==> config.mk <==
export PLATFORM = sky130hd
export DESIGN_NAME = dvi_timing_gen
export DESIGN_NICKNAME = d
export VERILOG_FILES = /design/src/rtl/dvi_timing_gen_pkg.sv /design/src/rtl/dvi_timing_gen_sync_2ff.sv /design/src/rtl/dvi_timing_gen.sv
export SDC_FILE = /design/constraint.sdc
export NUM_CORES = 1
export LEC_CHECK = 0
export ABC_AREA = 1
export ABC_CLOCK_PERIOD_IN_PS = 1500
export CORE_ASPECT_RATIO = 1.2
export CORE_MARGIN = 5
export CORE_UTILIZATION = 35
export DETAILED_ROUTE_END_ITERATION = 10
export PLACE_DENSITY = 0.58
export SLEW_MARGIN = 5
export SYNTH_ARGS = -nofsm -noshare
export SYNTH_HDL_FRONTEND = slang
export SYNTH_SLANG_ARGS = --single-unit
==> constraint.sdc <==
create_clock -name Clk -period 1.5 [get_ports Clk]
set_input_delay 0.3 -clock Clk [delete_from_list [all_inputs] [get_ports Clk]]
set_output_delay 0.3 -clock Clk [all_outputs]
set_load 0.02 [all_outputs]
==> src/rtl/dvi_timing_gen_pkg.sv <==
// rtl/dvi_timing_gen_pkg.sv - shared video timing defaults and raster FSM state encoding
//
// Purpose : timing constants for the 640x480@60 and 1024x768@60 modes,
//           and the WAIT_INIT/IDLE/RUN state type used by the timing generator.
// Ports   : none (package).
package dvi_timing_gen_pkg;

  // 640x480 @ 60 Hz, 25.175 MHz pixel clock
  localparam int VGA640_H_ACTIVE = 640;
  localparam int VGA640_H_FP     = 16;
  localparam int VGA640_H_SYNC   = 96;
  localparam int VGA640_H_BP     = 48;
  localparam int VGA640_V_ACTIVE = 480;
  localparam int VGA640_V_FP     = 10;
  localparam int VGA640_V_SYNC   = 2;
  localparam int VGA640_V_BP     = 33;

  // 1024x768 @ 60 Hz, 65 MHz pixel clock
  localparam int XGA1024_H_ACTIVE = 1024;
  localparam int XGA1024_H_FP     = 24;
  localparam int XGA1024_H_SYNC   = 136;
  localparam int XGA1024_H_BP     = 160;
  localparam int XGA1024_V_ACTIVE = 768;
  localparam int XGA1024_V_FP     = 3;
  localparam int XGA1024_V_SYNC   = 6;
  localparam int XGA1024_V_BP     = 29;

  typedef enum logic [1:0] {
    WAIT_INIT = 2'd0,
    IDLE      = 2'd1,
    RUN       = 2'd2
  } tg_state_e;

endpackage

==> src/rtl/dvi_timing_gen_sync_2ff.sv <==
// rtl/dvi_timing_gen_sync_2ff.sv - generic two-flop synchronizer, reset to 0
//
// Purpose : bring a single asynchronous level into the Clk domain.
// Ports   : Clk     in  clock of the destination domain
//           Reset_n in  synchronous active-low reset, clears both flops
//           d       in  asynchronous input level
//           q       out synchronized level (2 cycles of latency)
module sync_2ff (
  input  logic Clk,
  input  logic Reset_n,
  input  logic d,
  output logic q
);

  logic meta;

  always_ff @(posedge Clk) begin
    if (!Reset_n) begin
      meta <= 1'b0;
      q    <= 1'b0;
    end else begin
      meta <= d;
      q    <= meta;
    end
  end

endmodule

==> src/rtl/dvi_timing_gen.sv <==
// rtl/dvi_timing_gen.sv - raster timing generator gated by encoder init-done
//
// Purpose : holds syncs inactive until the DVI encoder reports init done, then
//           generates Hsync/Vsync/De, pixel coordinates and a one-cycle-early
//           pixel fetch request. Clk is the pixel clock.
// Ports   : Clk, Reset_n          pixel clock, synchronous active-low reset
//           Init_done             encoder configured (asynchronous, synchronized here)
//           Enable                request raster output (frames always complete)
//           Pixel_valid           FIFO has data for the current De pixel
//           Pixel_req             fetch strobe, one cycle ahead of De
//           Hsync, Vsync          syncs, asserted level HSYNC_POL / VSYNC_POL
//           De, X, Y              active video and its coordinates (0 when De low)
//           Frame_start           pulse with the first De of each frame
//           Underflow             sticky: De seen while Pixel_valid low
module dvi_timing_gen
  import dvi_timing_gen_pkg::*;
#(
  parameter int   H_ACTIVE  = VGA640_H_ACTIVE,
  parameter int   H_FP      = VGA640_H_FP,
  parameter int   H_SYNC    = VGA640_H_SYNC,
  parameter int   H_BP      = VGA640_H_BP,
  parameter int   V_ACTIVE  = VGA640_V_ACTIVE,
  parameter int   V_FP      = VGA640_V_FP,
  parameter int   V_SYNC    = VGA640_V_SYNC,
  parameter int   V_BP      = VGA640_V_BP,
  parameter logic HSYNC_POL = 1'b0,
  parameter logic VSYNC_POL = 1'b0,
  parameter int   CNT_W     = 12
) (
  input  logic             Clk,
  input  logic             Reset_n,
  input  logic             Init_done,
  input  logic             Enable,
  input  logic             Pixel_valid,
  output logic             Pixel_req,
  output logic             Hsync,
  output logic             Vsync,
  output logic             De,
  output logic [CNT_W-1:0] X,
  output logic [CNT_W-1:0] Y,
  output logic             Frame_start,
  output logic             Underflow
);

  localparam int H_TOTAL = H_ACTIVE + H_FP + H_SYNC + H_BP;
  localparam int V_TOTAL = V_ACTIVE + V_FP + V_SYNC + V_BP;

  localparam logic [CNT_W-1:0] H_LAST   = CNT_W'(H_TOTAL - 1);
  localparam logic [CNT_W-1:0] V_LAST   = CNT_W'(V_TOTAL - 1);
  localparam logic [CNT_W-1:0] H_ACT_C  = CNT_W'(H_ACTIVE);
  localparam logic [CNT_W-1:0] V_ACT_C  = CNT_W'(V_ACTIVE);
  localparam logic [CNT_W-1:0] HS_BEG   = CNT_W'(H_ACTIVE + H_FP);
  localparam logic [CNT_W-1:0] HS_END   = CNT_W'(H_ACTIVE + H_FP + H_SYNC);
  localparam logic [CNT_W-1:0] VS_BEG   = CNT_W'(V_ACTIVE + V_FP);
  localparam logic [CNT_W-1:0] VS_END   = CNT_W'(V_ACTIVE + V_FP + V_SYNC);

  tg_state_e        state, state_nxt;
  logic [CNT_W-1:0] h_cnt, v_cnt;
  logic             init_s;
  logic             run_ok;
  logic             h_last, frame_end;
  logic             act, hs, vs;

  sync_2ff u_init_sync (
    .Clk     (Clk),
    .Reset_n (Reset_n),
    .d       (Init_done),
    .q       (init_s)
  );

  // Qualifying with init_s blanks the decode in the same cycle the FSM is
  // forced back to WAIT_INIT, so no sync pulse or De is extended on exit.
  assign run_ok    = (state == RUN) && init_s;
  assign h_last    = (h_cnt == H_LAST);
  assign frame_end = h_last && (v_cnt == V_LAST);

  assign act = run_ok && (h_cnt < H_ACT_C) && (v_cnt < V_ACT_C);
  assign hs  = run_ok && (h_cnt >= HS_BEG) && (h_cnt < HS_END);
  assign vs  = run_ok && (v_cnt >= VS_BEG) && (v_cnt < VS_END);

  assign Pixel_req = act;

  always_ff @(posedge Clk) begin
    if (!Reset_n) begin
      state <= WAIT_INIT;
    end else begin
      state <= state_nxt;
    end
  end

  always_comb begin
    state_nxt = state;
    unique case (state)
      WAIT_INIT: if (init_s) state_nxt = IDLE;
      IDLE:      if (Enable) state_nxt = RUN;
      RUN:       if (frame_end && !Enable) state_nxt = IDLE;
      default:   state_nxt = WAIT_INIT;
    endcase
    if (!init_s) begin
      state_nxt = WAIT_INIT;
    end
  end

  // Counters only advance while staying in RUN; any other path lands on 0,
  // which also guarantees a fresh frame origin on every RUN entry.
  always_ff @(posedge Clk) begin
    if (!Reset_n || (state != RUN) || (state_nxt != RUN)) begin
      h_cnt <= '0;
      v_cnt <= '0;
    end else begin
      h_cnt <= h_last ? '0 : h_cnt + CNT_W'(1);
      if (h_last) begin
        v_cnt <= (v_cnt == V_LAST) ? '0 : v_cnt + CNT_W'(1);
      end
    end
  end

  always_ff @(posedge Clk) begin
    if (!Reset_n) begin
      De          <= 1'b0;
      X           <= '0;
      Y           <= '0;
      Frame_start <= 1'b0;
      Hsync       <= ~HSYNC_POL;
      Vsync       <= ~VSYNC_POL;
      Underflow   <= 1'b0;
    end else begin
      De          <= act;
      X           <= act ? h_cnt : '0;
      Y           <= act ? v_cnt : '0;
      Frame_start <= act && (h_cnt == '0) && (v_cnt == '0);
      Hsync       <= hs ? HSYNC_POL : ~HSYNC_POL;
      Vsync       <= vs ? VSYNC_POL : ~VSYNC_POL;
      Underflow   <= Underflow | (De & ~Pixel_valid);
    end
  end

endmodule

# [Yosys cells after proc, flatten, opt, wreduce, memory -nomap -nowiden]
# Index checks and enable logic that the tools add are counted.
[totals] ff_bits=57 out_inout_bits=30 wordCells=56
[classes] n_lt_le_gt_ge=6 muxes=7 n_reduce_logical=20 addsub=2 bitwise_logic=3 eq_ne=6
[ops] operator="adder 12 x 1 -> 12 bit (second input constant)" count=2
[ops] operator="equality test 12 x 10 -> 1 bit (second input constant)" count=2
[ops] operator="zero test 12 bit" count=2
[ops] operator="< comparator 12 x 10 -> 1 bit (second input constant)" count=2
[ops] operator="< comparator 12 x 9 -> 1 bit (second input constant)" count=2
[ops] operator=">= comparator 12 x 10 -> 1 bit (second input constant)" count=1
[ops] operator=">= comparator 12 x 9 -> 1 bit (second input constant)" count=1
[ops] operator="2-to-1 mux 12 bit" count=1
[ops] operator="logical AND 1 bit" count=11
[ops] operator="2-to-1 mux 2 bit" count=3
[ops] operator="case mux 2 bit (3 select lines)" count=1
[ops] operator="!= test 2 bit (second input constant)" count=2
[ops] operator="equality test 2 x 1 -> 1 bit (second input constant)" count=1
[ops] operator="equality test 2 bit (second input constant)" count=1
[ops] operator="zero test 1 bit" count=2
[ops] operator="zero test 2 bit" count=1
[ops] operator="logical OR 1 bit" count=2
[ops] operator="2-to-1 mux 1 bit" count=2
[ops] operator="AND reduction 2 bit" count=1
[ops] operator="OR reduction 2 bit" count=1
[ops] operator="bitwise AND 1 bit" count=1
[ops] operator="inverter 1 bit" count=1
[ops] operator="bitwise OR 1 bit" count=1

# [Logic depth before layout (Yosys ltp)]
# Gate-level depths: netlist (run 1).
[depth] ltp_word=9 mapped_depth=12 depth_no_buf=11

# [Cells and area by module]
# From an unflattened synthesis (run 1), not the netlist that was laid out.
[hier_totals] hier_cells=294 area_unflattened_um2=2429.8
[modules_own_cells] module="dvi_timing_gen" instances=1 cells_per_inst=288 seq_area_each_um2=1101.1 area_each_um2=2374.8
[modules_own_cells] module="sync_2ff" instances=1 cells_per_inst=6 seq_area_each_um2=40.0 area_each_um2=55.1

# [Worst setup path after synthesis (run 1)]
# No wires, ideal clock.
[synth_path] path_type="flip-flop to flip-flop" start="register v_cnt[0]" end="register h_cnt[4]" t_arrival_ns=1.527 setup_slack_ns=-0.089 stages_incl_launch_ff=13 setup_ns=0.061 path_cell_list="dfxtp_1 -> inv_1 -> ha_1 -> inv_1 -> nor2_8 -> nand2_2 -> nor2_4 -> nand3_2 -> nand2_2 -> nand2_2 -> nand4_4 -> buf_12 -> nor2_4"
[synth_between] elab_chain_len=9
[synth_lines] element="start, declared" line_no="dvi_timing_gen.sv:58" text="logic [CNT_W-1:0] h_cnt, v_cnt;"
[synth_lines] element="start signal, assigned" line_no="dvi_timing_gen.sv:113" text="v_cnt <= (v_cnt == V_LAST) ? '0 : v_cnt + CNT_W'(1);"
[synth_lines] element="equality test 12 x 10 -> 1 bit" line_no="dvi_timing_gen.sv:75" text="assign frame_end = h_last && (v_cnt == V_LAST);"
[synth_lines] element="logical AND 1 bit" line_no="dvi_timing_gen.sv:75"
[synth_lines] element="logical AND 1 bit" line_no="dvi_timing_gen.sv:96" text="RUN: if (frame_end && !Enable) state_nxt = IDLE;"
[synth_lines] element="2-to-1 mux 2 bit" line_no="dvi_timing_gen.sv:96"
[synth_lines] element="case mux 2 bit (3 select lines)" line_no="dvi_timing_gen.sv:93" text="unique case (state)"
[synth_lines] element="2-to-1 mux 2 bit" line_no="dvi_timing_gen.sv:99" text="if (!init_s) begin"
[synth_lines] element="!= test 2 bit" line_no="dvi_timing_gen.sv:107" text="if (!Reset_n || (state != RUN) || (state_nxt != RUN)) begin"
[synth_lines] element="logical OR 1 bit" line_no="dvi_timing_gen.sv:107"
[synth_lines] element="OR reduction 2 bit (no line)"
[synth_lines] element="end signal, assigned" line_no="dvi_timing_gen.sv:111" text="h_cnt <= h_last ? '0 : h_cnt + CNT_W'(1);"
[synth_lines] element="end, declared" line_no="dvi_timing_gen.sv:58"
# Every way passes these cells.
# A chain may end at the register's enable or synchronous reset.

# [Final worst setup path (run 1)]
[layout_path] start="register h_cnt[10]" end="output port Pixel_req"
[layout_between] elab_chain_len=3
[layout_lines] element="< comparator 12 x 10 -> 1 bit" line_no="dvi_timing_gen.sv:77" text="assign act = run_ok && (h_cnt < H_ACT_C) && (v_cnt < V_ACT_C);"
[layout_lines] element="logical AND 1 bit (2 in series)" line_no="dvi_timing_gen.sv:77"
[layout_lines] element="end, declared" line_no="dvi_timing_gen.sv:35" text="output logic Pixel_req,"
# Every way passes these cells.

==> results.md, run 1 <==
* Count leader, synth: dfxtp_1
* Mapped Area at around 2500 sq um
* Tot Pwr at between 3 and 4 mW
* Max Clock Skew at a little over 0.009 ns
* Wire length per cell at around 14 um
* CP arrival at ~1.5 ns
* Yosys cell types at 32
* H-tree levels at 3
* Max Freq at 569.3 MHz
* TritonCTS buffer count at 9
* Top delay family on crit path: simple AND/OR/NAND/NOR gates
* Die width at 87.77 um
* Register Area at around 1200 sq um
* GP Congestion at roughly 0.85
* Drt first pass iters at 4
* # DRC at 0
* Final worst slack at -0.2566 ns
* Worst setup SP type: flop
* Yosys warns at 0
* Top cells by count, synth: 57 x dfxtp_1, 32 x nor2_1, 30 x inv_1
* Syn avg cell area at 8.698 sq um
* Detailed Route Iter0 Violations at 95
* DR vias at 2431
* Max-cap violations at 0
* Core Footprint at just over 7000 sq um
* CP max FO at 3
* CTS sink count at 57
* Final hold violations at 0
* Global router's overall resource usage at 16.06%
* Largest net degree at the start of global routing at 22
* Post-synth EDFFs at 0
* Maximum vdd drop at between 0.4 and 0.5 mV
* Critical path's slowest cell: dfxtp_2
* Status: finished with violations
* Final HPWL DP at approximately 4500 um
* Pre-CTS setup slack at -0.4368 ns
* I/O Buffers at 34
* Top FF cell, synth: dfxtp_1
* Fraction of layout cells with a size suffix above 1 at between 50 and 60%
* CTS tree: built
* Critical Path RT at about 1.2 ns
* Critical Path Max Stage Delay at 0.32 ns
* Root buffer selected by CTS: clkbuf_8
* Area grow syn2layout at 75.96%
* CTS max path bufs at 2
* WL final at 7410 um
* Share of Yosys cell area claimed by the top area cell type at between 40% and 50%
* Area of the multi-input gates at 1554 sq um
* # setup viols final at 28
* Die H at around 100 um
* Initial cell density of the core at 35.54%
* ANT nets after route at 0
* Leakage at about 1.9 nW
* Global-route wire length before repair at 10920 um
* Global route total overflow at 0
* Via density at 4.510
* Final Max Tran Viols at 0
* # nets final at 454
* Antenna Cells at 0
* Synth top area cells: dfxtp_1 45%, nor2_4 5.8%, xor2_1 5.5%
* Final Util at 62.54%
* P per Cell Area at 678.7 nW/um^2
* CP Cell Sequence: inv_2 -> nand2_2 -> inv_2 -> nand4_1 -> nor4_4 -> buf_4
* Synth area leader: dfxtp_1
* Total die area at between 9000 and 10000 sq um
* Sequential element share of the synthesized area at 44.93%
* Synthesized flop and latch total at between 50 and 60
* CP most frequent cell: inv_2
* Failing checks: negative setup slack
* Period utilisation layout at 117.1%
* Rows at 34
* Reg clk slew, reported paths at about 0.07 ns
* Cells after synthesis at approximately 290
* Clock latency on the worst-skew pair at ~0.35 ns
* Fillers at between 500 and 600
* Initial antenna violation count at 0
* CP Capture Type: output port
* RSZ-0062 raised after global routing: true
* Crit Path Class: reg2out
* Min Hold Slack at about 0.42 ns
* Min Tclk post-route at ~1.8 ns
* Vias in the first global route at 2380
* Worst path bufs/invs at 3
* Hold Crit Class: reg2reg
* Synth async-reset ratio at 0%
* Num ports at 35
-- worst reg2reg max path: stages (launching register included) --
cell and delay (ns):
dfxtp_2 0.33, inv_2 0.07, nand2_4 0.05, buf_4 0.13, buf_6 0.11, nor2_4 0.10
nand2_2 0.07, nor2_4 0.10, nand3_2 0.07, nand2_2 0.11, buf_6 0.11, a21boi_4 0.05
nand2_2 0.12, buf_8 0.16, nor2_2 0.04
-- sequential cells by signal (all words and copies together), names as in the netlist, 2 cells and up --
name	flops
Y	12
state	2
h_cnt	12
v_cnt	12
X	12
-- layer usage --
layer  part of all wire [%]  wire length, um  track usage [%]  up-vias
met3                    4.7              345            4.120       13
li1                       -                -                -     1221
met5                      0                0                0        -
met4                    2.5              187            9.445        0
met1                     41             3022            18.26     1136
met2                     52             3855            27.09       61
-- kinds of logic (layout without fill, tap and decap cells) --
logic type,count (synthesis),in the layout,share of synthesized area [%]
other,1,5,0.1476
buffers and inverters,52,204,8.965
DFF,57,57,44.93
adders and majority gates,4,4,1.971
and+or+nand+nor,148,149,35.22
xor gates and xnor gates,17,17,5.862
AOI/OAI and AO/OA,13,13,2.906
-- report_power, final --
| part | total, mW | internal, mW | switching, mW |
|---|---|---|---|
| Sequential | 1.53 | 1.52 | 0.00293 |
| Combinational | 0.0509 | 0.0259 | 0.0250 |
| Clock | 1.46 | 0.843 | 0.613 |
| Total | 3.03 | 2.39 | 0.641 |
-- cell type report --
class / count / share of cell area (%)
Timing Repair Buffer: 142 / 28.02
Multi-Input combinational cell: 188 / 34.77
Clock buffer: 12 / 3.471
Inverter: 47 / 4.395
Sequential cell: 57 / 25.92
Clock inverter: 3 / 0.8959
Tap cell: 90 / 2.520
-- path summary, 6_finish.rpt --
kind                                       start             to  slack, ns  cells after the start
worst min-delay path            u_init_sync.meta  u_init_sync.q       0.42                      2
worst min register to register  u_init_sync.meta  u_init_sync.q       0.42                      2
worst max register to register         v_cnt[10]       v_cnt[5]      -0.22                     14
worst max-delay path                   h_cnt[10]      Pixel_req      -0.26                      6
-- repair_timing --
action | 4_1_cts | 5_1_grt
setup endpoints to repair | 55 | 48
pin swaps | 24 | 29
hold buffers | 0 | 0
gates resized for setup | 74 | 80
cloned | 1 | 4
setup buffers | 16 | 15
-- metrics by stage --
stage	TNS, ns	instance area (sq um)	std cells
6_report	-4.099	4469	539
5_1_grt	-7.956	4469	539
4_1_cts	-5.083	4049	527
3_5_place_dp	-4.323	3611	495
3_3_place_gp	-4.222	3611	495
2_1_floorplan	-0.00003519	2591	296
-- cell usage in the layout, fill, tap and decap left out, types with 4 or more instances in the layout --
master	count
xor2_1	14
nor2_2	17
nor3_4	4
inv_1	21
inv_2	18
clkdlybuf4s50_1	4
nand3_1	10
nand2_4	6
nand3_4	4
inv_4	8
nor2_4	36
conb_1	5
clkbuf_8	11
dfxtp_1	43
buf_6	14
dlygate4sd2_1	29
a21oi_2	4
nand2_2	5
nand4_1	10
nand2_1	24
dfxtp_2	14
nor2_1	13
buf_4	88
a21oi_1	4
nor3_1	9
No activity file was read; power rests on OpenSTA's default activity.
==> run 2, diff against run 1 <==
--- a/config.mk
+++ b/config.mk
@@ -6,10 +6,10 @@
 export NUM_CORES = 1
 export LEC_CHECK = 0
 export ABC_AREA = 1
-export ABC_CLOCK_PERIOD_IN_PS = 1500
+export ABC_CLOCK_PERIOD_IN_PS = 1400
 export CORE_ASPECT_RATIO = 1.2
-export CORE_MARGIN = 5
 export CORE_UTILIZATION = 35
+export CTS_CLUSTER_SIZE = 40
 export DETAILED_ROUTE_END_ITERATION = 10
 export PLACE_DENSITY = 0.58
 export SLEW_MARGIN = 5
==> constraint.sdc (replaced) <==
create_clock -name Clk -period 1.4 [get_ports Clk]
set_input_delay 0.28 -clock Clk [delete_from_list [all_inputs] [get_ports Clk]]
set_output_delay 0.28 -clock Clk [all_outputs]
set_load 0.02 [all_outputs]
==> run 2 against run 1 <==
The flow still finishes with violations (negative setup slack). Clock power increased by 9%. Core utilization increased by 1.5 points. First-iteration DRC count decreased by 3.2%. Die area decreased by 16%. Sequential power increased by 7%. Wire length decreased by 6.1%. Register-to-register slack got worse by 0.04 ns. Largest power group unchanged. Total power increased by 8.0%. Clock skew decreased by 0.0015 ns. Sequential cell count unchanged. Critical path depth unchanged.
==> results.md, run 2 (synthesized netlist as in run 1, its figures left out) <==
* Reg clk slew, reported paths at 0.07 ns
* RSZ-0062 raised after global routing: true
* Reg power frac at between 40% and 50%
* Final Max Tran Viols at 0
* Min Tclk post-route at 1.706 ns
* Global route total overflow at 0
* TritonCTS buffer count at 9
* P_sw at 0.7452 mW
* Rows at 33
* Status: finished with violations
* CTS max path bufs at 2
* Register Area at ~1200 sq um
* Leakage at 1.868 nW
* Commonest non-fill, non-tap cells in the layout: 91 x buf_4, 43 x dfxtp_1, 36 x nor2_4
* Die width at 79.77 um
* Clk pwr share at between 40% and 50%
* Area grow syn2layout at 74.83%
* Initial antenna violation count at 0
* Antenna Cells at 0
* Global router's overall resource usage at around a fifth
* Wire length per cell at 13.01 um
* Crit Path Class: reg2out
* Final hold violations at 0
* Clock latency on the worst-skew pair at 0.35 ns
* Failing checks: negative setup slack
* CP max FO at 2
* Core Footprint at between 6000 and 7000 sq um
* Non-filler cells in the finished layout at around 540
* Commonest non-fill, non-tap cell in the layout: buf_4
* Internal power at 2.531 mW
* Switching share of power at a little under a quarter
* CP Capture Type: output port
* Period utilisation layout at 121.9%
* I/O Buffers at 34
* DR vias at 2425
* Vias in the first global route at ~2500
* P per Cell Area at roughly 740 nW/um^2
* # nets final at 452
* Via density at between 4 and 5
* Detailed Route Iter0 Violations at ~90
* GP Congestion at roughly 0.85
* # DRC at 0
* CTS tree: built
* Combinational power share at between 1.5 and 2%
* Die H at around 95 um
* WL final at roughly 7000 um
* Worst setup SP type: flop
* CP arrival at 1.43 ns
* Area of the multi-input gates at 1490 sq um
* Critical Path RT at around 1.1 ns
* Max Clock Skew at 0.007675 ns
* Maximum vdd drop at 0.5508 mV
* Max Freq at about 600 MHz
* Max-cap violations at 0
* # setup viols final at 48
* Initial cell density of the core at 36.62%
* Largest net degree at the start of global routing at 12
* Root buffer selected by CTS: clkbuf_8
* Fillers at just under 600
* Fraction of layout cells with a size suffix above 1 at 54.24%
* ANT nets after route at 0
* Num ports at 35
* CTS sink count at 57
* DP Cell Count at 494
* Setup TNS at -6.626 ns
* Hold Crit Class: reg2reg
* H-tree levels at 3
* Final HPWL DP at between 4000 and 5000 um
* Global-route wire length before repair at ~12000 um
* Drt first pass iters at 4
* Final worst slack at -0.3060 ns
* Hold_buf cts at 0
* Total die area at 7603 sq um
==> run 2: metrics by stage <==
stage                     utilization (%)  total power, mW  instance area, sq um  hold slack [ns]  setup slack [ns]
final                               64.02            3.276                  4441           0.4209           -0.3060
after global placement              53.14            1.728                  3686           0.3978           -0.4146
after detailed placement            53.14            1.728                  3686           0.4072           -0.4321
after global routing                64.02            3.388                  4441           0.4631           -0.4072
after CTS                           61.74            3.312                  4283           0.4238           -0.3485
after floorplan                         -            1.690                  2630           0.3735          -0.06095
==> run 2: worst paths after layout <==
path                                  startpoint             to  slack (ns)  cells after the start
worst min register to register  u_init_sync.meta  u_init_sync.q        0.42                      2
worst max register to register          h_cnt[1]       v_cnt[1]       -0.26                     12
worst max-delay path                   v_cnt[10]      Pixel_req       -0.31                      6
worst min-delay path            u_init_sync.meta  u_init_sync.q        0.42                      2
==> run 2: what timing repair did <==
item                       4_1_cts  5_1_grt
setup buffers                   16        9
gates resized for setup         84       38
gates cloned                     5        0
setup endpoints to repair       77       49
pin swaps                       18       18
==> run 2: power groups by stage <==
stage	clock [mW]	combinational, mW	sequential (mW)
4_1_cts	1.62	0.0544	1.63
2_1_floorplan	0	0.00759	1.68
3_5_place_dp	0	0.0556	1.67
6_report	1.59	0.0555	1.63
3_3_place_gp	0	0.0555	1.67
5_1_grt	1.69	0.0604	1.64
==> run 2: metal layers <==
metal	wire (um)	vias up	track usage (%)
met5	0	-	0
met4	236	0	11.16
met3	280	18	5.263
met2	3648	64	36.47
met1	2792	1123	22.29
li1	-	1220	-
==> run 2: layout make-up <==
cell class	instances	share of cell area, %
timing repair buffer	141	28.77
inverter	47	4.536
clock buffer	10	3.099
multi-input combinational	187	33.56
sequential	57	26.09
tap	87	2.451
clock inverter	6	1.493
==> run 2: critical path, cell delays in order (launching register included) <==
cell and delay (ns):
dfxtp_2 0.32, inv_2 0.07, nand2_4 0.06, nor2_4 0.10
inv_2 0.05, nor4_4 0.29, buf_4 0.19
==> run 3, diff against run 2 <==
--- a/config.mk
+++ b/config.mk
@@ -6,12 +6,13 @@
 export NUM_CORES = 1
 export LEC_CHECK = 0
 export ABC_AREA = 1
-export ABC_CLOCK_PERIOD_IN_PS = 1400
+export ABC_CLOCK_PERIOD_IN_PS = 1620
 export CORE_ASPECT_RATIO = 1.2
 export CORE_UTILIZATION = 35
+export CTS_CLUSTER_DIAMETER = 30
 export CTS_CLUSTER_SIZE = 40
 export DETAILED_ROUTE_END_ITERATION = 10
-export PLACE_DENSITY = 0.58
+export PLACE_DENSITY = 0.56
 export SLEW_MARGIN = 5
 export SYNTH_ARGS = -nofsm -noshare
 export SYNTH_HDL_FRONTEND = slang
==> constraint.sdc (replaced) <==
create_clock -name Clk -period 1.62 [get_ports Clk]
set_input_delay 0.324 -clock Clk [delete_from_list [all_inputs] [get_ports Clk]]
set_output_delay 0.324 -clock Clk [all_outputs]
set_load 0.02 [all_outputs]
==> run 3 against run 2 <==
The flow still finishes with violations (negative setup slack). Combinational power down 13%. Clock power down 4%. Sequential power down 13%. Critical path type unchanged. Largest cell class unchanged. Highest routed layer unchanged.
==> results.md, run 3 (synthesized netlist as in run 1, its figures left out) <==
* Total die area at approximately 7600 sq um
* Core Footprint at 6937 sq um
* Area of the multi-input gates at 1388 sq um
* Leakage at 1.715 nW
* Critical Path Max Stage Delay at 0.31 ns
* Grt met3 use at ~4.2%
* TritonCTS buffer count at 9
* Wire length per cell at roughly 12 um
* Area grow syn2layout at 64.43%
* Rows at 33
* Failing checks: negative setup slack
* R2R cell count at 11
* Reg clk slew, reported paths at ~0.07 ns
* Slew @ Worst Pin at approximately 0.53 ns
* # DRC at 0
* Max Clock Skew at 0.01128 ns
* DR vias at roughly 2300
* Min Tclk post-route at roughly 1.8 ns
* CP most frequent cell: buf_4
* Global router's overall resource usage at about 17%
* Global-route wire length before repair at approximately 9800 um
* Initial antenna violation count at 0
* Initial cell density of the core at between 30 and 40%
* I/O Buffers at 34
* Die H at around 95 um
* Fraction of layout cells with a size suffix above 1 at roughly half
* CTS tree: built
* Crit. Startpoint: h_cnt[9]
* # setup viols final at 12
* Final HPWL DP at around 4200 um
* Final worst slack at -0.1580 ns
* Hold depth at 2
* Drt first pass iters at 5
* Die width at around 80 um
* WL final at ~6300 um
* Critical path's slowest cell: dfxtp_1
* Largest net degree at the start of global routing at 19
* Final Max Tran Viols at 0
* GR Util met2 at 31.05%
* DP Cell Count at 480
* Hold Crit Class: reg2reg
* Antenna Cells at 0
* Commonest non-fill, non-tap cells in the layout: 71 x buf_4, 47 x dfxtp_1, 29 x clkdlybuf4s50_1
* Max Freq at roughly 560 MHz
* Reg2Reg Launch Point: h_cnt[1]
* Fillers at about 600
* CP endpoint: Pixel_req
* Vias in the first global route at between 2000 and 2500
* # nets final at ~430
* Detailed Route Iter0 Violations at 81
* CP Capture Type: output port
* Rel. slew slack at about 64%
* Flop-to-flop setup slack at -0.04 ns
* Register Area at ~1200 sq um
* Max-cap violations at 0
* Clock latency on the worst-skew pair at approximately 0.35 ns
* Critical Path RT at approximately 1.3 ns
* CTS max path bufs at 2
* Met1 Use GR at 18.50%
* Final hold violations at 0
* H-tree levels at 3
* P per Cell Area at approximately 710 nW/um^2
* Most crowded layer after global routing: met2
* RSZ-0062 raised after global routing: true
* ANT nets after route at 0
* Worst setup SP type: flop
* CP max FO at 4
* Tot Pwr at between 2 and 3 mW
* Worst r2r dst: h_cnt[6]
* Maximum vdd drop at about 0.4 mV
* Commonest non-fill, non-tap cell in the layout: buf_4
* GP Congestion at 0.8888
* Period utilisation layout at 109.8%
* Global route total overflow at 0
* CP arrival at about 1.5 ns
* Crit Path Class: reg2out
* Non-filler cells in the finished layout at between 500 and 600
* Via density at roughly 4.5
* Status: finished with violations
* CTS sink count at 57
* CP Cell Sequence: buf_4 -> nand4_1 -> inv_2 -> nor4_4 -> buf_4
* Hold Startpoint: u_init_sync.meta
* Root buffer selected by CTS: clkbuf_8
* Num ports at 35
[run 3: changes by cell type in the layout (fill, tap and decap cells not counted), moves of 3 or more]
cell	change
buf_16	-4
buf_4	-20
clkbuf_16	+3
clkdlybuf4s50_1	+25
dfxtp_1	+4
dfxtp_2	-4
dlygate4sd2_1	-28
dlymetal6s2s_1	+3
nor2_1	+6
nor2_2	+11
nor2_4	-17
[run 3: layer usage]
metal	routed length (um)	up-vias
met2	3328	30
met4	157	0
met3	153	12
li1	-	1162
met1	2705	1086
met5	0	-
[run 3: area by class of cell]
cell class | instances | area share (%)
multi-input combinational | 187 | 33.22
sequential | 57 | 27.62
timing repair buffer | 118 | 26.42
inverter | 47 | 4.643
clock buffer | 11 | 3.625
tap | 87 | 2.606
clock inverter | 5 | 1.857
[run 3: worst min-delay path by stage]
stage | end | slack [ns]
after floorplan | u_init_sync.q | 0.39
after global placement | u_init_sync.q | 0.40
after detailed placement | u_init_sync.q | 0.41
after CTS | u_init_sync.q | 0.42
after global routing | u_init_sync.q | 0.46
final | u_init_sync.q | 0.42
[run 3: through the flow]
step	setup WS, ns	hold slack (ns)	TNS (ns)	util [%]	instance area, sq um
2_1_floorplan	0.03119	0.3900	0	-	2555
3_3_place_gp	-0.2484	0.4035	-2.353	50.72	3518
3_5_place_dp	-0.2824	0.4074	-2.326	50.72	3518
4_1_cts	-0.1857	0.4224	-0.1857	55.50	3850
5_1_grt	-0.2303	0.4613	-2.269	60.21	4177
6_report	-0.1580	0.4185	-0.4455	60.21	4177
[run 3: worst max-delay path, delay by kind of cell (launching register included)]
| kind | cells | cell delay, ns |
|---|---|---|
| and+or+nand+nor | 2 | 0.40 |
| DFF | 1 | 0.31 |
| buffers and inverters | 3 | 0.41 |
[run 3: power breakdown]
part           total [mW]  leakage (nW)  switching, mW  internal [mW]
Clock                1.52         0.115          0.579          0.944
Combinational      0.0482          1.13         0.0220         0.0261
Sequential           1.41         0.467        0.00290           1.41
Total                2.98          1.71          0.604           2.38
[run 3: repair_timing]
action,4_1_cts,5_1_grt
hold buffers,0,0
pin swaps,7,27
buffers inserted,5,10
gates resized for setup,26,54
endpoints found under the hold margin,0,0
gates cloned,0,3
setup endpoints to repair,26,46
